**config.mk**
```make
export PLATFORM = sky130hd
export DESIGN_NAME = mem_access_ctrl
export DESIGN_NICKNAME = d
export VERILOG_FILES = /design/src/rtl/mem_access_ctrl_pkg.sv /design/src/rtl/mem_access_ctrl_load_formatter.sv /design/src/rtl/mem_access_ctrl.sv
export SDC_FILE = /design/constraint.sdc
export NUM_CORES = 1
export LEC_CHECK = 0
export ABC_CLOCK_PERIOD_IN_PS = 2300
export CORE_MARGIN = 2
export CORE_UTILIZATION = 44
export CTS_CLUSTER_DIAMETER = 50
export DETAILED_ROUTE_END_ITERATION = 8
export HOLD_SLACK_MARGIN = 0.06
export PLACE_DENSITY = 0.83
export SLEW_MARGIN = 25
export SYNTH_ARGS = -nofsm -noshare
export SYNTH_HDL_FRONTEND = slang
export SYNTH_SLANG_ARGS = --single-unit
```
**constraint.sdc**
```tcl
create_clock -name clk -period 2.3 [get_ports clk]
set_clock_uncertainty 0.05 [all_clocks]
set_input_delay 0.23 -clock clk [delete_from_list [all_inputs] [get_ports clk]]
set_output_delay 0.23 -clock clk [all_outputs]
set_load 0.01 [all_outputs]
```
**src/rtl/mem_access_ctrl_pkg.sv**
```systemverilog
// Shared encodings for the data-memory access controller: funct3 codes, FSM states, lane helpers.
// Latency: n/a (types, constants and pure functions only).
// Backpressure: n/a.
package mem_access_ctrl_pkg;

  localparam logic [2:0] FUNCT3_LB  = 3'b000;
  localparam logic [2:0] FUNCT3_LH  = 3'b001;
  localparam logic [2:0] FUNCT3_LW  = 3'b010;
  localparam logic [2:0] FUNCT3_LBU = 3'b100;
  localparam logic [2:0] FUNCT3_LHU = 3'b101;
  localparam logic [2:0] FUNCT3_SB  = 3'b000;
  localparam logic [2:0] FUNCT3_SH  = 3'b001;
  localparam logic [2:0] FUNCT3_SW  = 3'b010;

  typedef enum logic [1:0] {
    MAC_IDLE = 2'd0,
    MAC_REQ  = 2'd1,
    MAC_WAIT = 2'd2,
    MAC_DONE = 2'd3
  } mac_state_t;

  // Illegal size/sign code or an address not naturally aligned to the access size.
  function automatic logic access_bad(input logic is_store, input logic [2:0] funct3,
                                      input logic [1:0] addr_lo);
    logic bad;
    if (is_store) bad = funct3[2] | (funct3[1:0] == 2'b11);
    else          bad = (funct3 == 3'b011) | (funct3 == 3'b110) | (funct3 == 3'b111);
    case (funct3[1:0])
      2'b01:   if (addr_lo[0]) bad = 1'b1;
      2'b10:   if (addr_lo != 2'b00) bad = 1'b1;
      default: ;
    endcase
    return bad;
  endfunction

  function automatic logic [3:0] store_be(input logic [2:0] funct3, input logic [1:0] addr_lo);
    logic [3:0] be;
    case (funct3[1:0])
      2'b00:   be = 4'b0001 << addr_lo;
      2'b01:   be = 4'b0011 << {addr_lo[1], 1'b0};
      default: be = 4'hF;
    endcase
    return be;
  endfunction

  // Replicate the narrow store value across every lane so the byte enables pick the right copy.
  function automatic logic [31:0] store_wdata(input logic [2:0] funct3, input logic [31:0] wdata);
    logic [31:0] d;
    case (funct3[1:0])
      2'b00:   d = {4{wdata[7:0]}};
      2'b01:   d = {2{wdata[15:0]}};
      default: d = wdata;
    endcase
    return d;
  endfunction

endpackage

```
**src/rtl/mem_access_ctrl_load_formatter.sv**
```systemverilog
// Extracts the addressed byte/half/word from a raw read word and sign- or zero-extends it.
// Latency: combinational, zero cycles.
// Backpressure: none; output follows inputs.
module mem_access_ctrl_load_formatter
  import mem_access_ctrl_pkg::*;
(
  input  logic [31:0] rdata,
  input  logic [1:0]  addr_lo,
  input  logic [2:0]  funct3,
  output logic [31:0] load_data
);

  logic [31:0] shifted;

  // Move the addressed lane down to bit 0, then extend according to funct3.
  always_comb begin
    shifted = rdata >> {addr_lo, 3'b000};
    case (funct3)
      FUNCT3_LB:  load_data = {{24{shifted[7]}}, shifted[7:0]};
      FUNCT3_LH:  load_data = {{16{shifted[15]}}, shifted[15:0]};
      FUNCT3_LW:  load_data = rdata;
      FUNCT3_LBU: load_data = {24'h0, shifted[7:0]};
      FUNCT3_LHU: load_data = {16'h0, shifted[15:0]};
      default:    load_data = 32'h0;
    endcase
  end

endmodule

```
**src/rtl/mem_access_ctrl.sv**
```systemverilog
// Sequences MEM-stage loads/stores over a req/gnt/rvalid bus; faults misaligned/illegal accesses.
// Latency: load >= 3 stall cycles (result in DONE), store >= 2; fault pulses the cycle after.
// Backpressure: stall_o holds IF..MEM until the handshake completes; optional watchdog MEM_ACCESS_TIMEOUT_EN.
module mem_access_ctrl
  import mem_access_ctrl_pkg::*;
#(
  parameter int ADDR_W      = 32,
  parameter int TIMEOUT_CYC = 16
) (
  input  logic              clk,
  input  logic              rst_n,
  input  logic              mem_read_i,
  input  logic              mem_write_i,
  input  logic [2:0]        funct3_i,
  input  logic [ADDR_W-1:0] addr_i,
  input  logic [31:0]       wdata_i,
  input  logic              flush_i,
  output logic              dmem_req_o,
  output logic              dmem_we_o,
  output logic [ADDR_W-1:0] dmem_addr_o,
  output logic [3:0]        dmem_be_o,
  output logic [31:0]       dmem_wdata_o,
  input  logic              dmem_gnt_i,
  input  logic              dmem_rvalid_i,
  input  logic [31:0]       dmem_rdata_i,
  output logic              stall_o,
  output logic              load_valid_o,
  output logic [31:0]       load_data_o,
  output logic              access_fault_o,
  output logic              bus_err_o
);

  mac_state_t  state_q, state_d;
  logic        access, bad, start, in_flight, timeout_fire, kill_q;
  logic [2:0]  f3_q;
  logic [1:0]  lo_q;
  logic [31:0] fmt_data;

  assign access    = mem_read_i | mem_write_i;
  assign bad       = access_bad(mem_write_i, funct3_i, addr_i[1:0]);
  assign start     = (state_q == MAC_IDLE) & access & ~bad & ~flush_i;
  assign in_flight = (state_q == MAC_REQ) | (state_q == MAC_WAIT);
  assign stall_o   = start | in_flight;

  // State register.
  always_ff @(posedge clk or negedge rst_n) begin
    if (!rst_n) state_q <= MAC_IDLE;
    else        state_q <= state_d;
  end

  // Next state: handshake progress wins over a coincident watchdog expiry.
  always_comb begin
    state_d = state_q;
    case (state_q)
      MAC_IDLE: if (start) state_d = MAC_REQ;
      MAC_REQ:  if (dmem_gnt_i) state_d = dmem_we_o ? MAC_DONE : MAC_WAIT;
                else if (timeout_fire) state_d = MAC_DONE;
      MAC_WAIT: if (dmem_rvalid_i || timeout_fire) state_d = MAC_DONE;
      MAC_DONE: state_d = MAC_IDLE;
      default:  state_d = MAC_IDLE;
    endcase
  end

  // Bus request fields are captured once at issue and held; req drops after gnt or watchdog.
  always_ff @(posedge clk or negedge rst_n) begin
    if (!rst_n) begin
      dmem_req_o   <= 1'b0;
      dmem_we_o    <= 1'b0;
      dmem_addr_o  <= '0;
      dmem_be_o    <= 4'h0;
      dmem_wdata_o <= 32'h0;
      f3_q         <= 3'b000;
      lo_q         <= 2'b00;
    end else if (start) begin
      dmem_req_o   <= 1'b1;
      dmem_we_o    <= mem_write_i;
      dmem_addr_o  <= {addr_i[ADDR_W-1:2], 2'b00};
      dmem_be_o    <= mem_write_i ? store_be(funct3_i, addr_i[1:0]) : 4'hF;
      dmem_wdata_o <= mem_write_i ? store_wdata(funct3_i, wdata_i) : 32'h0;
      f3_q         <= funct3_i;
      lo_q         <= addr_i[1:0];
    end else if ((state_q == MAC_REQ) && (dmem_gnt_i || timeout_fire)) begin
      dmem_req_o   <= 1'b0;
    end
  end

  // A flush during the handshake only suppresses the result; the response is still consumed.
  always_ff @(posedge clk or negedge rst_n) begin
    if (!rst_n)                   kill_q <= 1'b0;
    else if (start)               kill_q <= 1'b0;
    else if (in_flight & flush_i) kill_q <= 1'b1;
  end

  mem_access_ctrl_load_formatter u_fmt (
    .rdata     (dmem_rdata_i),
    .addr_lo   (lo_q),
    .funct3    (f3_q),
    .load_data (fmt_data)
  );

  // Load result is registered on WAIT->DONE so it is visible exactly in DONE.
  always_ff @(posedge clk or negedge rst_n) begin
    if (!rst_n) begin
      load_valid_o <= 1'b0;
      load_data_o  <= 32'h0;
    end else if ((state_q == MAC_WAIT) && dmem_rvalid_i && !(kill_q || flush_i)) begin
      load_valid_o <= 1'b1;
      load_data_o  <= fmt_data;
    end else begin
      load_valid_o <= 1'b0;
    end
  end

  // Faulting accesses never reach the bus; the pulse comes one cycle later.
  always_ff @(posedge clk or negedge rst_n) begin
    if (!rst_n) access_fault_o <= 1'b0;
    else        access_fault_o <= (state_q == MAC_IDLE) & access & bad & ~flush_i;
  end

`ifdef MEM_ACCESS_TIMEOUT_EN
  localparam int CNT_W = $clog2(TIMEOUT_CYC + 1);
  logic [CNT_W-1:0] wd_cnt_q;
  logic             progress;

  assign progress     = ((state_q == MAC_REQ) & dmem_gnt_i) | ((state_q == MAC_WAIT) & dmem_rvalid_i);
  assign timeout_fire = in_flight & ~progress & (wd_cnt_q == CNT_W'(TIMEOUT_CYC - 1));

  // Watchdog counts every REQ/WAIT cycle of the current access.
  always_ff @(posedge clk or negedge rst_n) begin
    if (!rst_n)         wd_cnt_q <= '0;
    else if (start)     wd_cnt_q <= '0;
    else if (in_flight) wd_cnt_q <= wd_cnt_q + 1'b1;
  end

  // Bus error pulses in the forced DONE cycle.
  always_ff @(posedge clk or negedge rst_n) begin
    if (!rst_n) bus_err_o <= 1'b0;
    else        bus_err_o <= timeout_fire;
  end
`else
  localparam int timeout_unused = TIMEOUT_CYC;
  assign timeout_fire = 1'b0;
  assign bus_err_o    = 1'b0;
`endif

endmodule
```
==> results of run 1 <==
==> tightest hold or removal path: stages <==
cell and delay (ps):
clkdlybuf4s50_1 390, nand2_1 50, nand2_1 40
==> cell families after synthesis <==
| kind of cell | Yosys count |
|---|---|
| buffers and inverters | 52 |
| AND/OR/NAND/NOR | 259 |
| flip-flops | 110 |
| multiplexers | 20 |
| AO/OA/AOI/OAI | 106 |
| other | 1 |
| adder cells (fa/ha/maj) | 8 |
==> stage by stage <==
stage	total power [mW]	TNS, ps	cell area (sq um)	hold slack [ps]
6_report	9.18	0	7960	370
5_1_grt	9.74	0	7960	369
4_1_cts	9.26	0	7960	358
3_5_place_dp	7.58	-8970	7630	240
3_3_place_gp	7.41	-5290	7630	232
2_1_floorplan	5.18	0	5240	-116
==> state kept, by name, summed over array words and instances, names as in the netlist <==
signal and count:
state_q 2, dmem_addr_o 30, lo_q 2, dmem_wdata_o 32, dmem_req_o 1, load_valid_o 1
f3_q 3, load_data_o 32, dmem_be_o 4, access_fault_o 1, dmem_we_o 1, kill_q 1
==> worst max path at each step <==
stage / from / to / slack (ps)
after floorplan: state_q[0] / load_data_o[22] / 270
after detailed placement: funct3_i[0] / state_q[1] / -350
final: funct3_i[0] / state_q[1] / 90
after global placement: funct3_i[0] / stall_o / -260
after global routing: funct3_i[0] / state_q[0] / 10
after CTS: funct3_i[0] / state_q[1] / 20
==> Yosys cell counts (11+ instances only) <==
cell type  number  area, sq um
nor2_1         37          139
nand3_1        16         80.1
o21ai_0        31          155
nand2_1       185          694
a21oi_1        12         60.1
mux2i_1        11          110
clkbuf_1       26         97.6
a221o_1        16          160
o31ai_1        16          120
dfrtp_1       110         2750
==> routing by layer <==
layer	wire (microns)	vias to the layer above	track usage (%)
met1	5860	2366	28.9
met2	7880	240	42.2
li1	-	2319	-
met5	0	-	0
met4	254	0	9.27
met3	1530	25	6.86
==> final cells by class <==
cell class,instances,area (sq um),area share (%)
Sequential cell,110,2750,34.6
Timing Repair Buffer,242,2430,30.5
Multi-Input combinational cell,396,2240,28.2
Clock buffer,12,246,3.10
Tap cell,143,179,2.25
Clock inverter,4,70.1,0.880
Inverter,9,46.3,0.581
==> repair_timing <==
action	4_1_cts	5_1_grt
setup endpoints to repair	1	18
pin swaps	0	1
cloned	0	0
hold endpoints to repair	47	0
resized for setup	3	3
hold buffers	1	0
==> report_power, final <==
| part | internal (mW) | switching, mW |
|---|---|---|
| clock | 0.982 | 0.654 |
| combinational | 2.36 | 1.85 |
| sequential | 2.77 | 0.562 |
| total | 6.12 | 3.07 |
==> impl_metrics.ini, run 1 <==
[run_status]
status = finished with violations
violations = DRC

[cells_and_area]
area_growth_pct = 52.3
layout_commonest_cell = clkdlybuf4s50_1
finalNonFillerCells = 916
fillers = 899
post-route-util_pct = 69.2
final_cell_mix = clkdlybuf4s50_1, nand2_1, dfrtp_1
final_layout_size_suffix_gt1_share_pct = 8.80
n_antenna_cell = 0
finalNetCount = 882

[route]
via_count = 4950
wl_per_cell_microns = 16.9
ant_nets = 0
drt-total-wl_microns = 15500
first_pass_iters = 7
drc = 16
drt_iter0_drc = 307
via_per_inst = 5.40

[die]
core_sq_mm = 0.0115
die_area_sq_mm = 0.0128
start_util_pct = 45.4
dieWidth_microns = 113
rows = 39
ios = 212
fp.dieH_microns = 113

[timing]
post-route-worst-setup-slack_ps = 94.8
post-route-period-util_pct = 95.9
final_hold_viol_count = 0
slew_headroom_pct = 56.2
finalSetupViolations = 0
post-route-min-period_ps = 2210
drv_slew = 0
max_freq_mhz = 453
tightest_slew_ps = 657
grt_setup_unrepaired = no

[setup_path]
r2r_setup_slack_ps = 160
path_class = input pin to flip-flop
crit_path_end_kind = flip-flop
critPathArrivalTime_ps = 2370
cp_max_fo = 4
cp_cell_sequence = clkdlybuf4s50_1 > inv_2 > ha_2 > a21o_1 > a211oi_2 > buf_4 > nand2_2 > a222oi_1 > mux2_1
path_delay_family = compound AO/OA/AOI/OAI gates
worstReg2RegEnd = load_data_o[17]
r2r_cells = 9
startpoint_type = input pin
critPathBufInv = 3
critPathSlowestCell = clkdlybuf4s50_1
rr_startpoint = state_q[0]
cp.depth = 9
critPathMaxStageDelay_ps = 490
worstPathRequired_ps = 2470

[global_routing]
grt_max_degree = 65
track_usage_pct = 24.4
antenna_found_initial = 0
grt_overflow_total = 0
grt_pass1_vias = 5142
grt_pass1_wl_microns = 24900

[min_path]
worstHoldPathCells = 3
hold_path_end = dmem_addr_o[24]
hold_start = addr_i[24]
hold_path.class = input pin to flip-flop

[place]
dp_hpwl_microns = 11700
pre_cts_slack_ps = -349
gp_congestion = 0.840
dp.cells = 899
io_buffers = 208

[clock_network]
clkSlewWorstSetupHoldPaths_ps = 70
post_cts_buffers = 0
cts-buffers-inserted = 9
cts_buffer_depth = 2
ctsHtreeMaxLevel = 3
clockRootBuffer = clkbuf_16
cts_tree = built
clk_latency_ps = 330
clock-sinks = 110

[power]
vdd_drop_max_mv = 0.554
p_per_area_mw_per_mm2 = 1150
p_leak_nw = 3.65

[synth]
synth-compound-area-share_pct = 14.5
netlist_area_sq_mm = 0.00523
syn_inst = 556
synth_flop_cell = dfrtp_1
yosysWarnings = 0
yosys.area_share.simple_pct = 20.5
synthMuxAreaShare_pct = 5.55
synth_cell_type_count = 44
ys_ff_latch = 110
ys_async_sr_fraction_pct = 100
synth_edf_count = 0
synth_fa_ha_area_share_pct = 1.91
syn_area_per_cell_sq_um = 9.40
seq_area_frac_synth_pct = 52.6
synth_top_family_by_area = simple AND/OR/NAND/NOR gates
synthXorXnorAreaFrac_pct = 0

[flow_run]
maxCapViolCount = 0
Power figures use the tool's default switching activity.
==> run 2, diff against run 1 <==
--- a/config.mk
+++ b/config.mk
@@ -12,7 +12,8 @@
 export DETAILED_ROUTE_END_ITERATION = 8
 export HOLD_SLACK_MARGIN = 0.06
-export PLACE_DENSITY = 0.83
+export PLACE_DENSITY = 0.82
 export SLEW_MARGIN = 25
 export SYNTH_ARGS = -nofsm -noshare
 export SYNTH_HDL_FRONTEND = slang
+export SYNTH_HIERARCHICAL = 1
 export SYNTH_SLANG_ARGS = --single-unit
==> constraint.sdc (replaced) <==
create_clock -name clk -period 2.3 [get_ports clk]
set_clock_uncertainty 0.05 [all_clocks]
set_input_delay 0.69 -clock clk [delete_from_list [all_inputs] [get_ports clk]]
set_output_delay 0.69 -clock clk [all_outputs]
set_load 0.01 [all_outputs]
==> impl_metrics.ini, run 2 <==
[timing]
final_hold_viol_count = 0
slew_headroom_pct = 58.8
finalSetupViolations = 3
max_freq_mhz = 418
post-route-worst-setup-slack_ps = -93.9
post-route-period-util_pct = 104
post-route-min-period_ps = 2390
grt_setup_unrepaired = yes
drv_slew = 0
tightest_slew_ps = 618

[clock_network]
cts_tree = built
clock-sinks = 110
clkSlewWorstSetupHoldPaths_ps = 70
clk_latency_ps = 350
cts-buffers-inserted = 9
clockRootBuffer = clkbuf_16
ctsHtreeMaxLevel = 3
cts_buffer_depth = 2

[cells_and_area]
finalNetCount = 935
multi_input_area_sq_mm = 0.00263
top_regs = dmem_wdata_o x32, load_data_o x32, dmem_addr_o x30
seqCellArea_sq_mm = 0.00275
final_layout_size_suffix_gt1_share_pct = 18.2
design_area_sq_mm = 0.00867
layout_commonest_cell = nand2_1
final_cell_mix = nand2_1, clkdlybuf4s50_1, dfrtp_1
n_antenna_cell = 0
area_growth_pct = 58.3
fillers = 859

[global_routing]
track_usage_pct = 27.0
grt_pass1_wl_microns = 28100
grt_max_degree = 66
antenna_found_initial = 0
grt_pass1_vias = 5526
grt_overflow_total = 0

[die]
ios = 212
core_sq_mm = 0.0121
dieWidth_microns = 116
die_area_sq_mm = 0.0134
fp.dieH_microns = 116
start_util_pct = 45.4
rows = 40

[synth]
netlist_area_sq_mm = 0.00548
yosys-top-cells-area = dfrtp_1, nand2_1, mux2_2
synth_cell_type_count = 44
ys_ff_latch = 110
synth_top_area_share_pct = 50.2
synth.most_common_cell = nand2_1
syn_inst = 583
seq_area_frac_synth_pct = 50.2
syn_area_per_cell_sq_um = 9.40
synth_flop_cell = dfrtp_1
yosysWarnings = 6
synth_edf_count = 0
synth_common_cells = nand2_1, dfrtp_1, mux2_2
yosys.area.top_type = dfrtp_1
ys_async_sr_fraction_pct = 100

[run_status]
violations = setup timing
status = finished with violations

[place]
dp_hpwl_microns = 12700
io_buffers = 208
gp_congestion = 0.913
place_area_sq_mm = 0.00807

[setup_path]
critPathArrivalTime_ps = 1650
rr_startpoint = state_q[0]
crit_path_end_kind = primary output
cp_max_fo = 3
worstPathRequired_ps = 1560
r2r_cells = 7
r2r_setup_slack_ps = 70
startpoint_type = input pin
worstReg2RegEnd = state_q[1]
path_class = input pin to primary output

[route]
drc = 0
wl_per_cell_microns = 17.8
first_pass_iters = 5
ant_nets = 0
drt_iter0_drc = 413
via_per_inst = 5.36
drt-total-wl_microns = 17700
via_count = 5327

[flow_run]
maxCapViolCount = 0

[power]
vdd_drop_max_mv = 0.797
p_leak_nw = 3.99
p_per_area_mw_per_mm2 = 1150
p_total_mw = 9.99

[min_path]
hold_path.class = input pin to async pin
-- run 2: cell families after synthesis --
| kind of cell | synth area share [%] |
|---|---|
| AND/OR/NAND/NOR | 20.6 |
| flip-flops | 50.2 |
| AO/OA/AOI/OAI | 12.4 |
| buffers and inverters | 4.52 |
| multiplexers | 10.4 |
| adder cells (fa/ha/maj) | 1.83 |
| other | 0.0684 |
-- run 2: area by class of cell --
type                    instances  share of cell area (%)
clock inverters                 6                   0.808
repair buffers                268                    31.5
inverters                       9                   0.505
flip-flops and latches        110                    31.7
multi-input cells             423                    30.3
clock buffers                  10                    2.75
well taps                     168                    2.42
-- run 2: worst max path at each step --
stage,startpoint,end,slack (ps),cells after the start
2_1_floorplan,funct3_i[1],stall_o,-80,6
3_3_place_gp,funct3_i[0],stall_o,-1070,8
3_5_place_dp,funct3_i[1],stall_o,-1070,7
4_1_cts,funct3_i[0],stall_o,-90,8
5_1_grt,funct3_i[0],stall_o,-130,8
6_report,funct3_i[0],stall_o,-90,8
-- run 2: report_power, final --
part / total [mW] / internal [mW] / switching, mW
Combinational: 5.04 / 2.81 / 2.23
Sequential: 3.33 / 2.74 / 0.597
Clock: 1.62 / 0.883 / 0.734
Total: 9.99 / 6.43 / 3.57
-- run 2: repair_timing --
item / 4_1_cts / 5_1_grt
pin swaps: 17 / 2
setup endpoints to repair: 76 / 76
hold endpoints to repair: 0 / 0
gates resized for setup: 56 / 3
hold buffers: 0 / 0
cloned: 3 / 0
setup buffers: 12 / 0
-- run 2: through the flow --
stage          hold slack [ps]  cells  setup slack, ps  TNS [ps]  utilization, %
4_1_cts                    173    996            -86.9     -98.1            71.9
3_5_place_dp               410    968            -1070    -52700            66.9
2_1_floorplan              344    585            -76.8     -76.8               -
5_1_grt                    182    994             -130      -337            71.9
6_report                   174    994            -93.9      -122            71.9
3_3_place_gp               404    968            -1070    -48770            66.9
-- run 2: critical path: stages --
cell and delay [ps]:
buf_8 90, inv_8 40, ha_4 150, a21o_1 170
a211oi_2 240, nand2_2 110, nand2b_4 80, buf_6 90
-- run 2: layer usage --
layer	global-route usage, %	vias up	wire length, microns
met5	0	-	0
met4	12.9	0	608
met3	6.75	43	1470
met2	44.6	280	8680
met1	33.2	2553	6890
li1	-	2451	-
